--- src/rtl/if_fetch_pkg.sv ---
`default_nettype none
// ============================================================================
// Module   : if_fetch_pkg
// Purpose  : Shared constants and FSM state type for the instruction fetch stage.
// Revision : 1.0 - initial release
// ============================================================================
package if_fetch_pkg;

  localparam logic ChipEnable  = 1'b1;
  localparam logic ChipDisable = 1'b0;
  localparam logic Zero        = 1'b0;

  localparam logic [31:0] NOP = 32'h0000_0013;

  typedef enum logic [2:0] {
    S_IDLE  = 3'd0,
    S_REQ   = 3'd1,
    S_WAIT  = 3'd2,
    S_HOLD  = 3'd3,
    S_DRAIN = 3'd4
  } state_e;

endpackage
`default_nettype wire

--- src/rtl/if_fetch.sv ---
`default_nettype none
// ============================================================================
// Module   : if_fetch
// Purpose  : Fetch stage: one memory read per captured PC, buffered toward IF/ID.
// Revision : 1.0 - initial release
// ============================================================================
module if_fetch
  import if_fetch_pkg::*;
#(
  parameter int ADDR_W = 32,
  parameter int INST_W = 32
) (
  input  logic              clk,
  input  logic              rst,
  input  logic [ADDR_W-1:0] pc,
  input  logic              ce,
  output logic              stall_req,
  input  logic              flush,
  output logic              mem_req,
  output logic [ADDR_W-1:0] mem_addr,
  input  logic              mem_gnt,
  input  logic              mem_rvalid,
  input  logic [INST_W-1:0] mem_rdata,
  output logic              if_valid,
  output logic [ADDR_W-1:0] if_pc,
  output logic [INST_W-1:0] if_inst,
  output logic              if_misalign,
  input  logic              id_ready
);

  state_e              state_q, state_d;
  logic                mem_req_q;
  logic [ADDR_W-1:0]   mem_addr_q;
  logic [ADDR_W-1:0]   pc_q;
  logic [INST_W-1:0]   inst_q;
  logic                misalign_q;
  logic                valid_q;
  logic                capture;
  logic                aligned;

  assign aligned = (pc[1:0] == {Zero, Zero});
  assign capture = (ce == ChipEnable) && (flush == Zero) &&
                   ((state_q == S_IDLE) || ((state_q == S_HOLD) && id_ready));

  always_comb begin
    state_d = state_q;
    unique case (state_q)
      S_IDLE: begin
        if (capture) state_d = aligned ? S_REQ : S_HOLD;
      end
      S_REQ: begin
        if (mem_gnt)    state_d = flush ? S_DRAIN : S_WAIT;
        else if (flush) state_d = S_IDLE;
      end
      S_WAIT: begin
        // A flush with data in hand just drops it; otherwise the response is still owed.
        if (flush)           state_d = mem_rvalid ? S_IDLE : S_DRAIN;
        else if (mem_rvalid) state_d = S_HOLD;
      end
      S_HOLD: begin
        if (flush)         state_d = S_IDLE;
        else if (id_ready) state_d = capture ? (aligned ? S_REQ : S_HOLD) : S_IDLE;
      end
      S_DRAIN: begin
        if (mem_rvalid) state_d = S_IDLE;
      end
      default: state_d = S_IDLE;
    endcase
  end

  always_ff @(posedge clk) begin
    if (rst) begin
      state_q    <= S_IDLE;
      mem_req_q  <= 1'b0;
      mem_addr_q <= '0;
      pc_q       <= '0;
      inst_q     <= '0;
      misalign_q <= 1'b0;
      valid_q    <= 1'b0;
    end else begin
      state_q   <= state_d;
      mem_req_q <= (state_d == S_REQ);
      valid_q   <= (state_d == S_HOLD);
      if (capture) begin
        mem_addr_q <= pc;
        pc_q       <= pc;
        if (!aligned) begin
          inst_q     <= INST_W'(NOP);
          misalign_q <= 1'b1;
        end
      end else if ((state_q == S_WAIT) && mem_rvalid && (flush == Zero)) begin
        inst_q     <= mem_rdata;
        misalign_q <= 1'b0;
      end
    end
  end

  // Combinational so the PC register sees release in the same cycle decode accepts.
  assign stall_req = !rst &&
                     !((state_q == S_IDLE) || ((state_q == S_HOLD) && id_ready));

  assign mem_req     = mem_req_q;
  assign mem_addr    = mem_addr_q;
  assign if_valid    = valid_q;
  assign if_pc       = pc_q;
  assign if_inst     = inst_q;
  assign if_misalign = misalign_q;

endmodule
`default_nettype wire

--- config.mk ---
export PLATFORM = sky130hd
export DESIGN_NAME = if_fetch
export DESIGN_NICKNAME = d
export VERILOG_FILES = /design/src/rtl/if_fetch_pkg.sv /design/src/rtl/if_fetch.sv
export SDC_FILE = /design/constraint.sdc
export NUM_CORES = 1
export LEC_CHECK = 0
export BUFFER_PORTS_ARGS = -buffer_cell sky130_fd_sc_hd__clkbuf_2
export CAP_MARGIN = 5
export CORE_UTILIZATION = 39
export CTS_CLUSTER_DIAMETER = 50
export CTS_CLUSTER_SIZE = 10
export DETAILED_ROUTE_END_ITERATION = 8
export HOLD_SLACK_MARGIN = 0.15
export PLACE_DENSITY_LB_ADDON = 0.2
export SYNTH_ARGS = -nofsm -noshare
export SYNTH_HDL_FRONTEND = slang
export SYNTH_SLANG_ARGS = --single-unit
--- constraint.sdc ---
create_clock -name clk -period 3.6 [get_ports clk]
set_clock_uncertainty 0.15 [all_clocks]
set_input_delay 0.18 -clock clk [delete_from_list [all_inputs] [get_ports clk]]
set_output_delay 0.18 -clock clk [all_outputs]
set_load 0.1 [all_outputs]
# --- Word-level counts from Yosys, hierarchy flattened ---
# Cells that the tools add are included.
totals:
  reg_bits: 70
  in_bits: 71
  out_inout_bits: 100
  elab_cells: 46
op_classes:
  n_eq_ne: 7
  muxes: 19
  n_bitwise: 1
  reduce_logical: 13
ops:
  columns: ["op", "n"]
  rows:
  - ["$mux 32", 3]
  - ["$mux 3", 10]
  - ["$pmux 3 s5", 1]
  - ["$eq 3x2->1 const B", 3]
  - ["$eq 3x1->1 const B", 2]
  - ["$logic_and 1x1->1", 6]
  - ["$mux 2", 2]
  - ["$eq 3x3->1 const B", 1]
  - ["$logic_not 3->1", 1]
  - ["$mux 1", 3]
  - ["$logic_not 1->1", 2]
  - ["$logic_not 2->1", 1]
  - ["$ne 2x2->1 const B", 1]
  - ["$reduce_and 2->1", 1]
  - ["$reduce_bool 2->1", 1]
  - ["$logic_or 1x1->1", 1]
  - ["$not 1->1", 1]

# --- Depth between registers and ports, before layout ---
logic_depth:
  ltp_word: 9
  mapped_depth: 7
  depth_no_buf: 3

# --- Worst setup path after synthesis ---
# No wires, ideal clock.
synth_path:
  path_kind: "reg2out"
  from: "reg state_q[1]"
  to: "out stall_req"
  arrival_time_ns: 1.977
  t_required_ns: 3.270
  slack_ns: 1.293
  path_stages_with_launch: 6
  n_path_buf: 2
  path_cell_list: "dfxtp_1 -> buf_6 -> or2_0 -> buf_6 -> a21oi_1 -> nor2_1"
synth_between:
  elab_chain_cells: 5
  word_cells_on_any_way: 6
  cone_classes: "1 x eq/ne; 5 x reduce/logical"
synth_rtl:
  columns: ["item", "line_no", "source"]
  rows:
  - ["start: declaration", "if_fetch.sv:31", "state_e state_q, state_d;"]
  - ["start signal: assignment", "if_fetch.sv:81", "state_q <= state_d;"]
  - ["$eq 3x2->1", "if_fetch.sv:100", "!((state_q == S_IDLE) || ((state_q == S_HOLD) && id_ready));"]
  - ["$logic_and 1x1->1", "if_fetch.sv:100", null]
  - ["$logic_or 1x1->1 *", "if_fetch.sv:100", null]
  - ["$logic_not 1->1 *", "if_fetch.sv:100", null]
  - ["$logic_and 1x1->1 *", "if_fetch.sv:99", "assign stall_req = !rst &&"]
  - ["end: declaration", "if_fetch.sv:17", "output logic stall_req,"]
# Every way passes the cells marked *; elsewhere a longest branch is shown, timed or not.

# --- Final worst setup path ---
# Ends and elaborated chain as after synthesis.

==> flow_summary.json <==
{
  "grt_pass1_wl_um": 13700,
  "die-width_um": 96.1,
  "num_vias": 3253,
  "cts.clk_slew.worst_paths_ns": 0.07,
  "grt_pass1_vias": 2986,
  "powerDensity_nw_per_um2": 428,
  "final_cells": 661,
  "cts_hold_buf": 69,
  "netlist_area_um2": 3460,
  "worstPathCellList": "or2_0 -> a21oi_1 -> nor2_1 -> clkbuf_2",
  "areaGrowthSynthToFinish_pct": 43.4,
  "power_leakage_nw": 2.17,
  "finalSetupViolCount": 0,
  "synth_top_cell_by_area": "dfxtp_1",
  "finalCritPeriodShare": 0.664,
  "clock_latency_ns": 0.33,
  "routed_wirelength_um": 9150,
  "yosysWarnings": 0,
  "hpwl_um": 5600,
  "cts_root_buf": "clkbuf_8",
  "dp_cells": 576,
  "vdd.ir_drop.worst_mv": 0.237,
  "hold_end": "mem_req",
  "hp-start": "ce",
  "final_common_cell": "clkbuf_2",
  "crit_path_end_kind": "primary output",
  "setup_tns_ns": 0,
  "synthTopCellsByArea": "dfxtp_1 (41%), nand2b_1 (12%), mux2i_1 (9.6%)",
  "wl_per_cell_um": 13.8,
  "fmax_ghz": 0.418,
  "yosysSeqAreaShare": 0.406,
  "hold_depth": 4,
  "hp-class": "in -> reg",
  "critical_path.max_stage_delay_ns": 0.48,
  "crit_required_ns": 3.27,
  "startpoint": "state_q[1]",
  "crit_slowest_cell": "or2_0",
  "most-common-layout-cells": "clkbuf_2 (169), dfxtp_1 (70), dlygate4sd3_1 (69), nand2b_1 (65), mux2i_1 (33)",
  "synth-main-ff-cell": "dfxtp_1",
  "synth_edf_count": 0,
  "clk_path_buf_depth": 2,
  "async_flop_share": 0,
  "worstSetupPathType": "reg -> out",
  "drive_gt1_frac": 0.354,
  "io_pins": 171,
  "finalHoldViolCount": 0,
  "core_um2": 8380,
  "startpoint_type": "flop",
  "synth_seq_cells": 70,
  "die_y_um": 96.1,
  "antenna_found_initial": 0,
  "cts_tree": "built",
  "cts_setup_buffers": 0,
  "tightest_slew_ns": 0.707,
  "reg2reg_depth": 4,
  "antenna_cells": 0,
  "cap_violations": 0,
  "cts.repair.resized": 0,
  "synth.distinct_cells": 33,
  "ff2ff_setup_slack_ns": 1.54,
  "maxSlewHeadroom": 0.529,
  "avgSynthCellArea_um2": 9.57,
  "r2r-end": "if_pc[6]",
  "drcViolationCount": 0,
  "cp_max_fo": 8,
  "r2r_start": "state_q[1]",
  "viasPerCell": 4.92,
  "ant_nets": 0,
  "place_congestion": 0.824,
  "htree_levels": 3,
  "grt_start_max_net_pins": 81,
  "drt_iter0_drc": 118,
  "start_util": 0.412,
  "cts_buffers": 9,
  "arrival_ns": 2.06,
  "rsz0062_at_grt": "no",
  "portBuffers": 170,
  "synthCells": 361,
  "track_usage": 0.192,
  "fin_nets": 622,
  "grt_overflow": 0,
  "rows": 33,
  "slew_violations": 0,
  "period_needed_ns": 2.39,
  "cts_sinks": 70,
  "synth_top_area_share": 0.406,
  "synth_fp_nets": 432,
  "die_area_um2": 9240,
  "drtPass1Iterations": 7,
  "status": "complete, no violations"
}
## state kept, by name, indices dropped and copies added, names as in the netlist
name	count
if_inst	32
state_q	3
mem_req	1
if_pc	32
if_misalign	1
if_valid	1
## report_power, final
group	switching, mW	internal (mW)	leakage (nW)	total [mW]
sequential	0.0250	0.805	0.569	0.830
combinational	0.486	0.164	1.49	0.650
clock	0.284	0.355	0.106	0.639
total	0.795	1.32	2.17	2.12
## metrics by stage
| stage | hold WS, ns | worst slack (ns) | instance area, µm² | utilization | power [mW] |
|---|---|---|---|---|---|
| floorplan | 0.185 | 1.29 | 3460 | - | 1.36 |
| global placement | 0.272 | 1.65 | 4060 | 0.485 | 1.43 |
| detailed placement | 0.282 | 1.57 | 4060 | 0.485 | 1.44 |
| CTS | 0.151 | 1.22 | 4950 | 0.591 | 2.14 |
| global route | 0.179 | 1.10 | 4950 | 0.591 | 2.21 |
| finish | 0.161 | 1.21 | 4950 | 0.591 | 2.12 |
## worst max path at each step
stage | cells after the start | to
global route | 4 | stall_req
finish | 4 | stall_req
detailed placement | 4 | if_pc[6]
CTS | 4 | stall_req
global placement | 4 | if_inst[8]
floorplan | 5 | stall_req
## logic make-up (layout without fill, tap and decap cells)
family	count (synthesis)	in the layout	synth area share
mux	33	33	0.0956
flops	70	70	0.406
simple gates	113	113	0.222
buf+inv	96	291	0.156
compound gates	49	49	0.120
## worst max-delay path, delay by kind of cell, from the launching register on
| family | cells | cell delay (ns) |
|---|---|---|
| AOI/OAI and AO/OA | 1 | 0.18 |
| buffers and inverters | 1 | 0.47 |
| DFF | 1 | 0.47 |
| and+or+nand+nor | 2 | 0.60 |
## routing by layer
layer | track usage | vias up | wire, µm
met4 | 0.0535 | 0 | 90
met5 | 0 | - | 0
met2 | 0.360 | 141 | 4620
li1 | - | 1608 | -
met1 | 0.208 | 1497 | 3820
met3 | 0.0537 | 7 | 620
## cell type report
type / count / area, µm²
Sequential cell: 70 / 1400
Clock buffer: 12 / 155
Timing Repair Buffer: 244 / 1580
Multi-Input combinational cell: 195 / 1530
Inverter: 31 / 116
Fill cell: 733 / 3430
Clock inverter: 4 / 45.0
Tap cell: 105 / 131
## synth_stat cells, types with 3 or more instances
library cell	instances
buf_8	3
nand2_1	3
a21oi_1	4
dfxtp_1	70
inv_1	31
nor3_1	5
clkbuf_1	24
buf_2	3
nand2b_1	65
o41ai_1	29
buf_4	32
nor2_1	3
a211oi_1	5
buf_6	3
mux2i_1	33
nand4b_1	29
Power figures use the tool's default switching activity.
